===== config.mk =====
export PLATFORM = sky130hd
export DESIGN_NAME = mlp_dispatch_sched
export DESIGN_NICKNAME = d
export VERILOG_FILES = /design/src/rtl/mlp_dispatch_sched.sv
export SDC_FILE = /design/constraint.sdc
export NUM_CORES = 1
export LEC_CHECK = 0
export BUFFER_PORTS_ARGS = -buffer_cell sky130_fd_sc_hd__buf_2
export CAP_MARGIN = 20
export CORE_AREA = 2 2 188 190
export DETAILED_ROUTE_END_ITERATION = 10
export DIE_AREA = 0 0 190 192
export PLACE_DENSITY_LB_ADDON = 0.12
export SLEW_MARGIN = 20
export SYNTH_ARGS = -nofsm -noshare
export SYNTH_HDL_FRONTEND = slang
export SYNTH_SLANG_ARGS = --single-unit

===== constraint.sdc =====
create_clock -name clk -period 2.8 [get_ports clk]
set_input_delay 0.42 -clock clk [delete_from_list [all_inputs] [get_ports clk]]
set_output_delay 0.42 -clock clk [all_outputs]
set_load 0.01 [all_outputs]

===== src/rtl/mlp_dispatch_sched.sv =====
// Splits one input stream into BURST_LEN-word bursts for dispatchers 0..3, then reads one collector result per round.
// Input->ififo wen is 0 cycles; last word->m_res_tvalid is 3 cycles. Stalls on ififo rdy, collector rdy or a held result.
// Optional SCHED_PERF_EN adds stall_cnt (DISPATCH cycles with s_tvalid=1 and s_tready=0, saturating).
module mlp_dispatch_sched #(
    parameter int DATA_WIDTH = 64,
    parameter int RES_WIDTH  = 64,
    parameter int BURST_LEN  = 16
) (
    input  logic                  clk,
    input  logic                  reset_n,
    input  logic                  en,
    input  logic [DATA_WIDTH-1:0] s_tdata,
    input  logic                  s_tvalid,
    output logic                  s_tready,
    output logic [DATA_WIDTH-1:0] dispatcher0_ififo_wdata,
    output logic                  dispatcher0_ififo_wen,
    input  logic                  dispatcher0_ififo_rdy,
    output logic [DATA_WIDTH-1:0] dispatcher1_ififo_wdata,
    output logic                  dispatcher1_ififo_wen,
    input  logic                  dispatcher1_ififo_rdy,
    output logic [DATA_WIDTH-1:0] dispatcher2_ififo_wdata,
    output logic                  dispatcher2_ififo_wen,
    input  logic                  dispatcher2_ififo_rdy,
    output logic [DATA_WIDTH-1:0] dispatcher3_ififo_wdata,
    output logic                  dispatcher3_ififo_wen,
    input  logic                  dispatcher3_ififo_rdy,
    input  logic [RES_WIDTH-1:0]  collector_ofifo_rdata,
    output logic                  collector_ofifo_ren,
    input  logic                  collector_ofifo_rdy,
    output logic [RES_WIDTH-1:0]  m_res_tdata,
    output logic                  m_res_tvalid,
    input  logic                  m_res_tready,
`ifdef SCHED_PERF_EN
    output logic [31:0]           stall_cnt,
`endif
    output logic [15:0]           round_cnt
);

    localparam int CW = (BURST_LEN > 1) ? $clog2(BURST_LEN) : 1;
    localparam logic [CW-1:0] LAST_WORD = CW'(BURST_LEN - 1);

    typedef enum logic [1:0] {S_IDLE, S_DISPATCH, S_READ, S_CAPTURE} state_t;

    state_t               r_state, w_state_nxt;
    logic [1:0]           r_sel, w_sel_nxt;
    logic [CW-1:0]        r_word_cnt, w_word_cnt_nxt;
    logic                 r_res_valid;
    logic [RES_WIDTH-1:0] r_res_data;
    logic [15:0]          r_round_cnt;
    logic [3:0]           w_rdy;
    logic [3:0]           w_wen;
    logic                 w_tready;
    logic                 w_ren;

    assign w_rdy = {dispatcher3_ififo_rdy, dispatcher2_ififo_rdy,
                    dispatcher1_ififo_rdy, dispatcher0_ififo_rdy};

    always_comb begin
        w_state_nxt    = r_state;
        w_sel_nxt      = r_sel;
        w_word_cnt_nxt = r_word_cnt;
        w_tready       = 1'b0;
        w_wen          = 4'b0000;
        w_ren          = 1'b0;
        case (r_state)
            S_IDLE: begin
                w_sel_nxt      = 2'd0;
                w_word_cnt_nxt = '0;
                if (en) w_state_nxt = S_DISPATCH;
            end
            S_DISPATCH: begin
                w_tready = w_rdy[r_sel];
                if (s_tvalid && w_rdy[r_sel]) begin
                    w_wen[r_sel] = 1'b1;
                    if (r_word_cnt == LAST_WORD) begin
                        w_word_cnt_nxt = '0;
                        w_sel_nxt      = r_sel + 2'd1;
                        if (r_sel == 2'd3) w_state_nxt = S_READ;
                    end else begin
                        w_word_cnt_nxt = r_word_cnt + 1'b1;
                    end
                end
            end
            S_READ: begin
                // A result still waiting downstream blocks the read, so the collector is never drained early.
                if (collector_ofifo_rdy && !r_res_valid) begin
                    w_ren       = 1'b1;
                    w_state_nxt = S_CAPTURE;
                end
            end
            S_CAPTURE: begin
                w_state_nxt = en ? S_DISPATCH : S_IDLE;
            end
            default: w_state_nxt = S_IDLE;
        endcase
    end

    always_ff @(posedge clk or negedge reset_n) begin
        if (!reset_n) begin
            r_state    <= S_IDLE;
            r_sel      <= 2'd0;
            r_word_cnt <= '0;
        end else begin
            r_state    <= w_state_nxt;
            r_sel      <= w_sel_nxt;
            r_word_cnt <= w_word_cnt_nxt;
        end
    end

    // CAPTURE is only reachable with r_res_valid=0, so set and clear never collide.
    always_ff @(posedge clk or negedge reset_n) begin
        if (!reset_n) begin
            r_res_valid <= 1'b0;
            r_res_data  <= '0;
            r_round_cnt <= 16'd0;
        end else if (r_state == S_CAPTURE) begin
            r_res_valid <= 1'b1;
            r_res_data  <= collector_ofifo_rdata;
            r_round_cnt <= r_round_cnt + 16'd1;
        end else if (r_res_valid && m_res_tready) begin
            r_res_valid <= 1'b0;
        end
    end

`ifdef SCHED_PERF_EN
    logic [31:0] r_stall_cnt;

    always_ff @(posedge clk or negedge reset_n) begin
        if (!reset_n) begin
            r_stall_cnt <= 32'd0;
        end else if (r_state == S_DISPATCH && s_tvalid && !w_tready && r_stall_cnt != 32'hFFFF_FFFF) begin
            r_stall_cnt <= r_stall_cnt + 32'd1;
        end
    end

    assign stall_cnt = r_stall_cnt;
`endif

    assign s_tready                = w_tready;
    assign dispatcher0_ififo_wdata = s_tdata;
    assign dispatcher1_ififo_wdata = s_tdata;
    assign dispatcher2_ififo_wdata = s_tdata;
    assign dispatcher3_ififo_wdata = s_tdata;
    assign dispatcher0_ififo_wen   = w_wen[0];
    assign dispatcher1_ififo_wen   = w_wen[1];
    assign dispatcher2_ififo_wen   = w_wen[2];
    assign dispatcher3_ififo_wen   = w_wen[3];
    assign collector_ofifo_ren     = w_ren;
    assign m_res_tdata             = r_res_data;
    assign m_res_tvalid            = r_res_valid;
    assign round_cnt               = r_round_cnt;

endmodule


; ---- After elaboration in Yosys (flattened, before gate mapping)
; Index checks and enable logic that the tools add are counted.
[totals]
regBits = 89
inputBits = 138
[classes]
n_lt_le_gt_ge = 2
n_reduce_logical = 11
muxes = 24
n_addsub = 3
n_eq_ne = 10
[ops]
columns = cell, count
row1 = adder 16 x 1 -> 16 bit (second input constant), 1
row2 = 2-to-1 mux 4 bit, 4
row3 = 2-to-1 mux 2 bit, 7
row4 = != test 2 bit (second input constant), 5
row5 = 2-to-1 mux 1 bit, 8
row6 = case mux 2 bit (4 select lines), 1
row7 = case mux 4 bit (2 select lines), 1
row8 = == test 2 bit (second input constant), 3
row9 = AND reduction 5 bit, 1
row10 = adder 4 x 1 -> 4 bit (second input constant), 1
row11 = == test 4 bit (second input constant), 1
row12 = logical AND 1 bit, 4
row13 = case mux 2 bit (2 select lines), 1
row14 = nonzero test 2 bit, 2
row15 = < comparator 2 x 3 -> 1 bit (second input constant), 1
row16 = AND reduction 3 bit, 1
row17 = adder 2 x 1 -> 2 bit (second input constant), 1
row18 = binary-select mux 1 bit (select 2 bit), 1
row19 = demux 1 bit (select 2 bit), 1
row20 = == test 2 x 1 -> 1 bit (second input constant), 1
row21 = greater-or-equal comparator 2 x 1 -> 1 bit (second input constant), 1
row22 = logical NOT 2 bit, 1
row23 = AND reduction 2 bit, 1
row24 = logical NOT 1 bit, 1

; ---- Longest topological paths before layout
[logic_depth]
word_depth = 6
mapped_depth = 6
depth_no_buf = 6

; ---- Worst setup path before layout
; OpenSTA, ideal clock, no wires.
[synth_timing]
path_type = register -> output
from = register r_state[1]
to = output port dispatcher0_ififo_wen
slack_ns = 1.011
t_required_ns = 2.380
arrival_time_ns = 1.369
stages_incl_launch_ff = 6
path_cell_list = dfrtp_1 > inv_1 > ha_1 > clkbuf_1 > clkbuf_1 > and3_1
[synth_via]
elab_chain_len = 2
[synth_rtl]
columns = item, line_no
row1 = start: declaration, 44  ; state_t r_state, w_state_nxt;
row2 = start signal: assignment, 104  ; r_state <= w_state_nxt;
row3 = == test 2 x 1 -> 1 bit, 65  ; case (r_state)
row4 = 2-to-1 mux 4 bit, 65
row5 = end: declaration, 16  ; output logic dispatcher0_ififo_wen,
; Every way passes these cells.

; ---- Worst setup path in the final report
[layout_timing]
from = register r_sel[0]
to = output port dispatcher2_ififo_wen
[layout_via]
elab_chain_len = 6
word_cells_on_any_way = 10
cone_classes = 2 x order compare / 6 x mux / 2 x reduce/logical
[layout_rtl]
columns = item, line_no
row1 = start: declaration, 45  ; logic [1:0] r_sel, w_sel_nxt;
row2 = start signal: assignment, 105  ; r_sel <= w_sel_nxt;
row3 = < comparator 2 x 3 -> 1 bit (not written as such) or greater-or-equal comparator 2 x 1 -> 1 bit (tied branches), 74  ; w_wen[r_sel] = 1'b1;
row4 = logical AND 1 bit (not written as such), 74
row5 = 2-to-1 mux 1 bit (not written as such), 74
row6 = demux 1 bit (select 2 bit), 74
row7 = 2-to-1 mux 4 bit *, 73  ; if (s_tvalid && w_rdy[r_sel]) begin
row8 = 2-to-1 mux 4 bit *, 65
row9 = end: declaration, 22  ; output logic dispatcher2_ififo_wen,
; Mark *: on every way between the ends. The rest lies on a longest branch, timed or not. The select of a mux whose other input is x is not followed.

==> results.json <==
{
  "antenna_found_initial": 3,
  "top_layer": "met5",
  "cts_tree": "done",
  "start_util_pct": 16.7,
  "wl_per_cell_um": 19.8,
  "numCtsBuffers": 9,
  "tightest_slew_ns": 0.590,
  "numPortBuffers": 160,
  "synthCells": 536,
  "dpl_cell_area_mm2": 0.00520,
  "critPathKind": "reg -> out",
  "post-cts-setup-buffers": 0,
  "status": "completed",
  "hold_violations": 0,
  "slew_viol_final": 0,
  "timing.setup.tns_ns": 0,
  "drt_first_pass_iters": 4,
  "min_period_over_period_pct": 84.1,
  "synth_simple_gate_area_share_pct": 5.19,
  "die_h_um": 192,
  "cts.path.max_buffers": 2,
  "syn-cell-area_mm2": 0.00573,
  "drive_gt1_share_pct": 55.7,
  "wirelength_um": 17900,
  "drtIter0Drc": 73,
  "grt_pass1_wl_um": 25200,
  "grt_max_degree": 58,
  "slowest_stage": "dfrtp_1",
  "yosysWarningCount": 0,
  "syn_to_final_growth_pct": -4.69,
  "synth_xor_xnor_area_share_pct": 2.29,
  "powerDensity_mw_per_mm2": 1060,
  "drc": 0,
  "grt.overflow.total": 0,
  "hpwl_um": 14400,
  "syn_avg_cell_area_um2": 10.7,
  "p_leak_nw": 2.48,
  "required_ns": 2.38,
  "synthAdderAreaFrac_pct": 2.40,
  "cts_resized": 0,
  "dieArea_mm2": 0.0365,
  "end_kind": "output port",
  "route.vias.total": 3134,
  "skew_ns": 0.00656,
  "hp-class": "in -> async",
  "synth-seq-area-share_pct": 38.8,
  "htreeDepth": 3,
  "wl_met3_um": 3920,
  "fin_crit_ns": 2.36,
  "n_antenna_cell": 0,
  "synthMuxAreaShare_pct": 13.5,
  "p_int_mw": 3.68,
  "syn-num-nets": 685,
  "clkTransAtPathRegs_ns": 0.07,
  "clock-sinks": 89,
  "r2r_slack_ns": 0.76,
  "max_stage_delay_ns": 0.49,
  "power.switching_mw": 2.12,
  "ys_types": 38,
  "seqPwrFrac_pct": 38.3,
  "final_core_util_pct": 15.9,
  "gr-usage-all-layers_pct": 9.69,
  "max_clock_freq_mhz": 425,
  "gp_congestion": 0.714,
  "p_sw_share_pct": 36.5,
  "fin_area_mm2": 0.00547,
  "pwr-share-clk_pct": 20.1,
  "nets": 594,
  "viasPerCell": 3.47,
  "vdd_drop_max_uv": 327,
  "critPathMaxFanout": 13,
  "dr_wl_met2_um": 7940,
  "grt_pass1_vias": 3493,
  "die_w_um": 190,
  "num_io_pins": 481,
  "maxCapViolCount": 0,
  "setup_viol": 0,
  "synth_top_family_by_area": "buffers and inverters",
  "core_mm2": 0.0343,
  "ctsHoldBuffers": 0,
  "synth_compound_area_share_pct": 2.75,
  "power_frac_comb_pct": 41.7,
  "slew_headroom_pct": 59.7,
  "ant_nets": 0,
  "ys_ff_latch": 89,
  "crit_chain": "mux2i_1 -> o22ai_2 -> and3_1 -> buf_2",
  "crit_path_start_kind": "flop",
  "met1_length_um": 5730,
  "cts_root_buffer": "clkbuf_16",
  "critPathBufInv": 1,
  "cp_top_family": "flip-flops",
  "insertion_delay_ns": 0.35,
  "fp-row-count": 68,
  "rsz0062_at_grt": "false",
  "crit_arrival_ns": 1.94
}
-- final timing paths --
| path | cells past startpoint | end | from |
|---|---|---|---|
| worst min-delay path | 1 | m_res_tdata[36] | reset_n |
| worst max-delay path | 4 | dispatcher2_ififo_wen | r_sel[0] |
| worst min register to register | 1 | round_cnt[15] | round_cnt[15] |
| worst max register to register | 5 | r_state[0] | r_state[1] |
| min in group clk | 2 | m_res_tdata[35] | collector_ofifo_rdata[35] |
| max in group asynchronous | 2 | m_res_tdata[28] | reset_n |
-- power groups by stage --
stage	logic, mW	registers [mW]	clock network [mW]
5_1_grt	2.66	2.30	1.27
3_5_place_dp	2.50	2.23	0
6_report	2.41	2.22	1.16
4_1_cts	2.50	2.23	1.22
2_1_floorplan	1.57	2.44	0
3_3_place_gp	2.48	2.23	0
-- cell type report --
cell class	instances	area (µm²)
fillers	3799	28800
well taps	455	569
clock inverters	3	17.5
repair buffers	165	853
clock buffers	12	246
flip-flops and latches	89	2230
multi-input cells	169	1510
inverters	11	41.3
-- metrics by stage --
step	cells	total power [mW]	worst slack, ns	hold WS [ns]
final	904	5.79	0.445	0.0525
after global routing	904	6.23	0.280	0.0969
after CTS	904	5.95	0.436	0.0929
after detailed placement	889	4.72	0.768	0.471
after global placement	889	4.71	0.838	0.466
after floorplan	536	4.01	1.01	0.124
-- flip-flops by register name (all words and copies together) (netlist names) --
signal,flops
m_res_tdata,64
round_cnt,16
r_word_cnt,4
r_sel,2
r_state,2
m_res_tvalid,1
-- placed cells by master (no fill, tap or decap), types with 5 or more instances in the layout --
cell,n
and3_1,7
buf_2,159
buf_4,5
clkbuf_16,9
dfrtp_1,89
ha_1,10
inv_1,11
mux2_2,66
nand2_1,14
nand3_1,5
nand4_1,7
nor2_1,5
o211ai_1,6
xnor2_1,9
xor2_1,6
-- worst register-to-register path, delay by kind of cell, from the launching register on --
family,cells,cell delay [ns]
fa+ha+maj,1,0.42
flops,1,0.44
buf+inv,1,0.12
compound gates,3,0.94
-- cell families after synthesis --
group	after synthesis
AO/OA/AOI/OAI	21
XOR/XNOR	15
adder cells (fa/ha/maj)	11
buffers and inverters	278
flip-flops	89
multiplexers	69
AND/OR/NAND/NOR	53
-- cells in the mapped netlist (all sizes together) --
cell,number,area [µm²]
clkbuf,9,33.8
nand2b,3,18.8
o221ai,1,8.76
a41oi,1,8.76
o2bb2ai,1,8.76
a21oi,2,10.0
o21ai,3,15.0
nand4,8,65.1
a2111oi,1,8.76
nand3b,1,7.51
or4,1,11.3
nand3,5,25.0
a21o,2,15.0
nor2b,1,6.26
ha,11,138
a31o,1,8.76
xnor2,9,78.8
nor2,6,25.0
and3,7,43.8
nand4b,1,8.76
o22ai,1,12.5
nor4,1,6.26
o211ai,6,45.0
inv,11,41.3
dfrtp,89,2230
and2,2,12.5
a211oi,1,7.51
nand2,14,52.6
mux2i,3,30.0
xor2,6,52.6
o22a,1,8.76
mux2,66,743
nor3,3,15.0
buf,258,1930
-- metal layers --
metal	global-route usage [%]	up-vias
met3	9.37	21
met2	14.9	390
met4	3.13	6
li1	-	1318
met5	0	-
met1	8.96	1399
Note: power is estimated with default switching activity, not from simulation.
